--- src/rtl/attn_softmax.sv ---
// attn_softmax: grouped int8 softmax, shift-based exponent, serial divider.
// Define SOFTMAX_ROUND_EN to round weights to nearest instead of truncating.
module attn_softmax #(
  parameter int N_ELEM      = 4,
  parameter int SCALE_SHIFT = 2
) (
  input  logic       clk,
  input  logic       rst_n,
  input  logic [7:0] s_data,
  input  logic       s_vld,
  output logic       s_rdy,
  output logic [7:0] m_data,
  output logic       m_vld,
  input  logic       m_rdy,
  output logic       m_last,
  output logic       busy
);

  localparam int IW = (N_ELEM > 2) ? $clog2(N_ELEM) : 1;
  localparam int SW = $clog2(N_ELEM * 128 + 1);
  localparam int WW = SW + 9;

  typedef enum logic [1:0] {
    COLLECT,
    EXP,
    DIV,
    OUT
  } state_t;

  state_t            state_q, state_d;
  logic [IW-1:0]     idx_q, idx_d;
  logic signed [7:0] max_q, max_d;
  logic [SW-1:0]     sum_q, sum_d;
  logic [3:0]        cnt_q, cnt_d;
  logic [WW-1:0]     rem_q, rem_d;
  logic [7:0]        quo_q, quo_d;
  logic              sat_q, sat_d;
  logic [7:0]        mdat_q, mdat_d;
  logic [7:0]        buf_q [N_ELEM];

  logic              buf_we;
  logic [7:0]        buf_wd;
  logic              last;
  logic [7:0]        cur;
  logic [8:0]        diff;
  logic [8:0]        shd;
  logic [3:0]        k;
  logic [7:0]        e;
  logic [WW-1:0]     rnd;
  logic [WW-1:0]     num;
  logic [WW-1:0]     dsh;
  logic [WW-1:0]     trial;
  logic              ge;

  assign last = (idx_q == IW'(N_ELEM - 1));
  assign cur  = buf_q[idx_q];

  // Scores are sign-extended so max - s_i spans 0..255.
  assign diff = {max_q[7], max_q} - {cur[7], cur};
  assign shd  = diff >> SCALE_SHIFT;
  assign k    = (shd > 9'd8) ? 4'd8 : shd[3:0];
  assign e    = 8'd128 >> k;

`ifdef SOFTMAX_ROUND_EN
  assign rnd = WW'(sum_q >> 1);
`else
  assign rnd = '0;
`endif

  assign num   = (WW'(cur) << 8) - WW'(cur) + rnd;
  assign dsh   = WW'(sum_q) << (4'd8 - cnt_q);
  assign ge    = (rem_q >= dsh);
  assign trial = rem_q - dsh;

  always_comb begin
    state_d = state_q;
    idx_d   = idx_q;
    max_d   = max_q;
    sum_d   = sum_q;
    cnt_d   = cnt_q;
    rem_d   = rem_q;
    quo_d   = quo_q;
    sat_d   = sat_q;
    mdat_d  = mdat_q;
    buf_we  = 1'b0;
    buf_wd  = s_data;
    unique case (state_q)
      COLLECT: begin
        if (s_vld) begin
          buf_we = 1'b1;
          if (idx_q == '0 || $signed(s_data) > max_q)
            max_d = $signed(s_data);
          if (last) begin
            idx_d   = '0;
            state_d = EXP;
          end else begin
            idx_d = idx_q + IW'(1);
          end
        end
      end
      EXP: begin
        buf_we = 1'b1;
        buf_wd = e;
        sum_d  = sum_q + SW'(e);
        if (last) begin
          idx_d   = '0;
          cnt_d   = '0;
          state_d = DIV;
        end else begin
          idx_d = idx_q + IW'(1);
        end
      end
      DIV: begin
        if (cnt_q == 4'd0) begin
          rem_d = num;
          sat_d = (num >= (WW'(sum_q) << 8));
          quo_d = '0;
          cnt_d = 4'd1;
        end else begin
          if (ge)
            rem_d = trial;
          quo_d = {quo_q[6:0], ge};
          if (cnt_q == 4'd8) begin
            mdat_d  = sat_q ? 8'hff : {quo_q[6:0], ge};
            cnt_d   = '0;
            state_d = OUT;
          end else begin
            cnt_d = cnt_q + 4'd1;
          end
        end
      end
      OUT: begin
        if (m_rdy) begin
          if (last) begin
            idx_d   = '0;
            max_d   = '0;
            sum_d   = '0;
            state_d = COLLECT;
          end else begin
            idx_d   = idx_q + IW'(1);
            cnt_d   = '0;
            state_d = DIV;
          end
        end
      end
      default: state_d = COLLECT;
    endcase
  end

  always_ff @(posedge clk) begin
    if (!rst_n) begin
      state_q <= COLLECT;
      idx_q   <= '0;
      max_q   <= '0;
      sum_q   <= '0;
      cnt_q   <= '0;
      rem_q   <= '0;
      quo_q   <= '0;
      sat_q   <= 1'b0;
      mdat_q  <= '0;
    end else begin
      state_q <= state_d;
      idx_q   <= idx_d;
      max_q   <= max_d;
      sum_q   <= sum_d;
      cnt_q   <= cnt_d;
      rem_q   <= rem_d;
      quo_q   <= quo_d;
      sat_q   <= sat_d;
      mdat_q  <= mdat_d;
    end
  end

  // Slots hold raw scores in COLLECT, then are overwritten with e_i in EXP.
  always_ff @(posedge clk) begin
    if (buf_we)
      buf_q[idx_q] <= buf_wd;
  end

  assign s_rdy  = (state_q == COLLECT);
  assign busy   = (state_q != COLLECT);
  assign m_vld  = (state_q == OUT);
  assign m_last = (state_q == OUT) && last;
  assign m_data = mdat_q;

endmodule

--- config.mk ---
export PLATFORM = sky130hd
export DESIGN_NAME = attn_softmax
export DESIGN_NICKNAME = d
export VERILOG_FILES = /design/src/rtl/attn_softmax.sv
export SDC_FILE = /design/constraint.sdc
export NUM_CORES = 1
export LEC_CHECK = 0
export CORE_AREA = 2 2 118 120
export CTS_CLUSTER_SIZE = 20
export DETAILED_ROUTE_END_ITERATION = 6
export DIE_AREA = 0 0 120 122
export PLACE_DENSITY = 0.7
export SKIP_CTS_REPAIR_TIMING = 1
export SYNTH_ARGS = -nofsm -noshare
export SYNTH_HDL_FRONTEND = slang
export SYNTH_SLANG_ARGS = --single-unit
--- constraint.sdc ---
create_clock -name clk -period 5.62 [get_ports clk]
set_clock_uncertainty 0.1 [all_clocks]
set_input_delay 1.686 -clock clk [delete_from_list [all_inputs] [get_ports clk]]
set_output_delay 1.686 -clock clk [all_outputs]
set_load 0.1 [all_outputs]
==> run summary, run 1 <==
The floorplan step defined a core boundary enclosing 0.01350 mm^2. The worst pin sits at a relative slew slack of 33.04%. The maximum number of pins on one net before global-route repair was 43. In this run the deepest clock path goes through 2 buffers.

CTS saw 95 sinks. The share of the synthesized area in the top cell type was 17.94%; the global placement routability congestion was 0.9369. The cell with the largest stage delay on the worst path is sky130_fd_sc_hd__mux4_1. Summed over all failing endpoints, the final setup total negative slack is 0 ns. The routed layout has 6,022 vias.

Input and output buffers added on the ports amount to 23. The setup path with the least slack is of type flop to flop. Compared with the post-synthesis result, the final layout area differs by 9.292%. The count of endpoints failing hold in the final timing report came out at 0.

The synthesized design contains 95 register bits. Once detailed placement completed, the half-perimeter wirelength came to 13.84 mm. The cell that appears most often on the critical path is sky130_fd_sc_hd__a21o_1.

The number of global-route vias before repair was 5,540; the total I/O pin count was 24. The die extent in y is 122 um, and the final worst setup slack is 0.4219 ns. On the critical path the largest part of the delay comes from compound AO/OA/AOI/OAI gates.

Traced cell by cell, the critical path runs through mux4_1 -> inv_1 -> ha_1 -> a21o_1 -> a21o_2 -> a311o_1 -> o32ai_2 -> or3_1 -> nor2_1 -> ha_1 -> fa_1 -> a21o_1 -> a21oi_1 -> o21bai_1 -> a21o_1 -> a21oi_1 -> nor4_1 -> a211o_1. The pre-CTS worst setup slack was 0.4388 ns. The power per standard cell area works out to 224.5 mW/mm^2. The number of buffers and inverters on the critical path works out to 1. The number of search-and-repair iterations in the first detailed-routing pass is 5, and the width of the die is 120 um. The final number of max-transition violations is 0, and the detailed-route wire length per cell is 17.33 um.

The count of yosys warnings during synthesis was 0. Overall die area: 0.01464 mm^2. The setup-violating endpoint count in the final report is 0. Summed over all layers, the global routing overflow is 0. Setup repair after global routing left no endpoint under its margin.

The tools report the initial antenna violation count as 0. The tools report the residual antenna-violating net count after detailed routing as 0. The logs give 0 for the number of remaining DRC errors and 1,218 for the filler cell count in the final layout.

The number of enable flip-flop cells after synthesis came out at 32. The run finished with clean final reports. The worst path in the final design needs a cycle of 5.198 ns, including I/O delays and setup. The routed design has 17.61 mm of wire. After synthesis, the cell types taking the most area are sky130_fd_sc_hd__dfxtp_1 18%, sky130_fd_sc_hd__edfxtp_1 14%, sky130_fd_sc_hd__ha_1 11%, sky130_fd_sc_hd__nand2_1 4.8%, sky130_fd_sc_hd__nor2_1 4.8%.

The tree is rooted in a sky130_fd_sc_hd__clkbuf_16. TritonCTS built the clock tree. The slew at the pin closest to its max-slew limit was 1.001 ns; the number of placement rows was 43. The most common flop cell mapped by yosys is sky130_fd_sc_hd__dfxtp_1.

The count of max-cap constraint violations was 0; the clock transition time at the flip-flop clock pins of the worst setup and hold paths was 0.07 ns. Global routing consumed, over all layers together, 24.70% of the routing resources. The async set-or-reset flop fraction in the synthesized netlist is 0%, and the fraction of final layout cells with drive strength greater than 1 is 6.579%.

For the post-synthesis instance area, the log shows 0.007029 mm^2. The number of buffers added by the clock tree synthesis step came out at 9. The number of antenna diodes in the final layout is 0. The arrival time of the worst setup path is 5.34 ns, and the worst endpoint required time is 5.76 ns. The maximum net fanout on the critical path was 7; the fmax was 192.4 MHz. Sorting the synthesized cells by how often they occur yields 90 x sky130_fd_sc_hd__nand2_1, 89 x sky130_fd_sc_hd__nor2_1, 66 x sky130_fd_sc_hd__a21oi_1. STA classifies the critical path startpoint as a flop. The maximum cell stage delay along the critical path was 0.66 ns; the maximum VDD drop was 0.1714 mV. The share of the Yosys chip area taken by registers is 31.61%. In this run the number of H-tree levels came out at 3. The number of vias per cell was 5.927.

Effective utilization at floorplan: 52.05%. The synthesized netlist cell count was 822; the count of different cell masters after synthesis was 75. The number of design-rule violations left by the first detailed-router iteration is 444. The run gives 0.003047 uW as the static power due to leakage.

The cell taking the most area after synthesis is sky130_fd_sc_hd__dfxtp_1. The tools report the critical path capture point type as a flop. The tools report the final layout net count as 906. The tools report the wire length of the first global-routing pass as 28.43 mm. The final clock period utilization by the worst path came out at 92.49%.

The later-pin clock latency in the skew report was 0.35 ns. The mean post-synth cell area is 8.551 um^2. The worst hold path belongs to the class flop to flop. By instance count, the leading cell after synthesis is sky130_fd_sc_hd__nand2_1.
logic make-up after synthesis:
| kind of cell | count (synthesis) | synth area share (%) |
|---|---|---|
| AO/OA/AOI/OAI | 227 | 22.13 |
| AND/OR/NAND/NOR | 295 | 19.44 |
| flip-flops | 95 | 31.61 |
| XOR/XNOR | 28 | 3.489 |
| other | 2 | 0.1068 |
| buffers and inverters | 86 | 5.126 |
| adder cells (fa/ha/maj) | 63 | 11.43 |
| multiplexers | 26 | 6.675 |
per-layer routing:
metal / global-route usage, % / up-vias / wire length [um]
met1: 33.86 / 2818 / 8092
li1: - / 3016 / -
met2: 39.60 / 161 / 8217
met3: 3.699 / 27 / 817
met5: 0 / - / 0
met4: 9.265 / 0 / 478
worst paths after layout:
check / from / end / slack (ns) / cells after the start
worst max-delay path: flop / sum_q[8] / 0.42 / 18
worst min-delay path: quo_q[6] / quo_q[6] / 0.36 / 2
worst max register to register: flop / sum_q[8] / 0.42 / 18
worst min register to register: quo_q[6] / quo_q[6] / 0.36 / 2
stage by stage:
stage | utilization, % | cells | power (uW) | hold WS (ns) | cell area [um^2]
2_1_floorplan | - | 823 | 1048 | 0.3319 | 7033
3_3_place_gp | 54.79 | 1000 | 1133 | 0.3401 | 7398
3_5_place_dp | 54.79 | 1000 | 1145 | 0.3535 | 7398
4_1_cts | 56.89 | 1016 | 1735 | 0.3613 | 7682
5_1_grt | 56.89 | 1016 | 1810 | 0.3798 | 7682
6_report | 56.89 | 1016 | 1725 | 0.3605 | 7682
cell type report:
class                   count  area, um^2  share of cell area [%]
well taps                 180       225.2                   2.932
multi-input cells         642        4451                   57.93
flip-flops and latches     95        2222                   28.93
repair buffers             35       320.3                   4.169
clock buffers               9       225.2                   2.932
inverters                  48       180.2                   2.345
clock inverters             7       58.81                  0.7655
power by group:
part           switching (uW)  internal (uW)
registers                17.2            731
logic                     232            153
clock network             283            308
total                     533           1190
flip-flops by register name, indices dropped and copies added, names as in the netlist, named ones only:
signal,flops
rem_q,19
m_data,8
sat_q,1
quo_q,7
state_q,2
buf_q,32
max_q,8
sum_q,10
cnt_q,4
idx_q,2
cell usage in the layout (no fill, tap or decap), types with 18 or more instances in the layout:
cell type	n
sky130_fd_sc_hd__nor3_1	18
sky130_fd_sc_hd__a211oi_1	21
sky130_fd_sc_hd__o21ai_0	38
sky130_fd_sc_hd__nand2_1	90
sky130_fd_sc_hd__a21oi_1	66
sky130_fd_sc_hd__clkdlybuf4s50_1	23
sky130_fd_sc_hd__inv_1	47
sky130_fd_sc_hd__nor2_1	89
sky130_fd_sc_hd__nand3_1	33
sky130_fd_sc_hd__edfxtp_1	32
sky130_fd_sc_hd__ha_1	61
sky130_fd_sc_hd__xnor2_1	20
sky130_fd_sc_hd__dfxtp_1	63
worst register-to-register path: stages, from the launching register on:
cell and delay (ns):
sky130_fd_sc_hd__dfxtp_1 0.47, sky130_fd_sc_hd__mux4_1 0.66, sky130_fd_sc_hd__inv_1 0.19, sky130_fd_sc_hd__ha_1 0.35
sky130_fd_sc_hd__a21o_1 0.23, sky130_fd_sc_hd__a21o_2 0.23, sky130_fd_sc_hd__a311o_1 0.36, sky130_fd_sc_hd__o32ai_2 0.28
sky130_fd_sc_hd__or3_1 0.33, sky130_fd_sc_hd__nor2_1 0.09, sky130_fd_sc_hd__ha_1 0.21, sky130_fd_sc_hd__fa_1 0.41
sky130_fd_sc_hd__a21o_1 0.20, sky130_fd_sc_hd__a21oi_1 0.21, sky130_fd_sc_hd__o21bai_1 0.09, sky130_fd_sc_hd__a21o_1 0.20
sky130_fd_sc_hd__a21oi_1 0.19, sky130_fd_sc_hd__nor4_1 0.07, sky130_fd_sc_hd__a211o_1 0.23
Note: power is estimated with default switching activity, not from simulation.
==> run 2, diff against run 1 <==
SKIP_LAST_GASP = 1   (was unset)
==> results of run 2 <==
No change in the layout: final DEF, timing and power equal those of run 1.
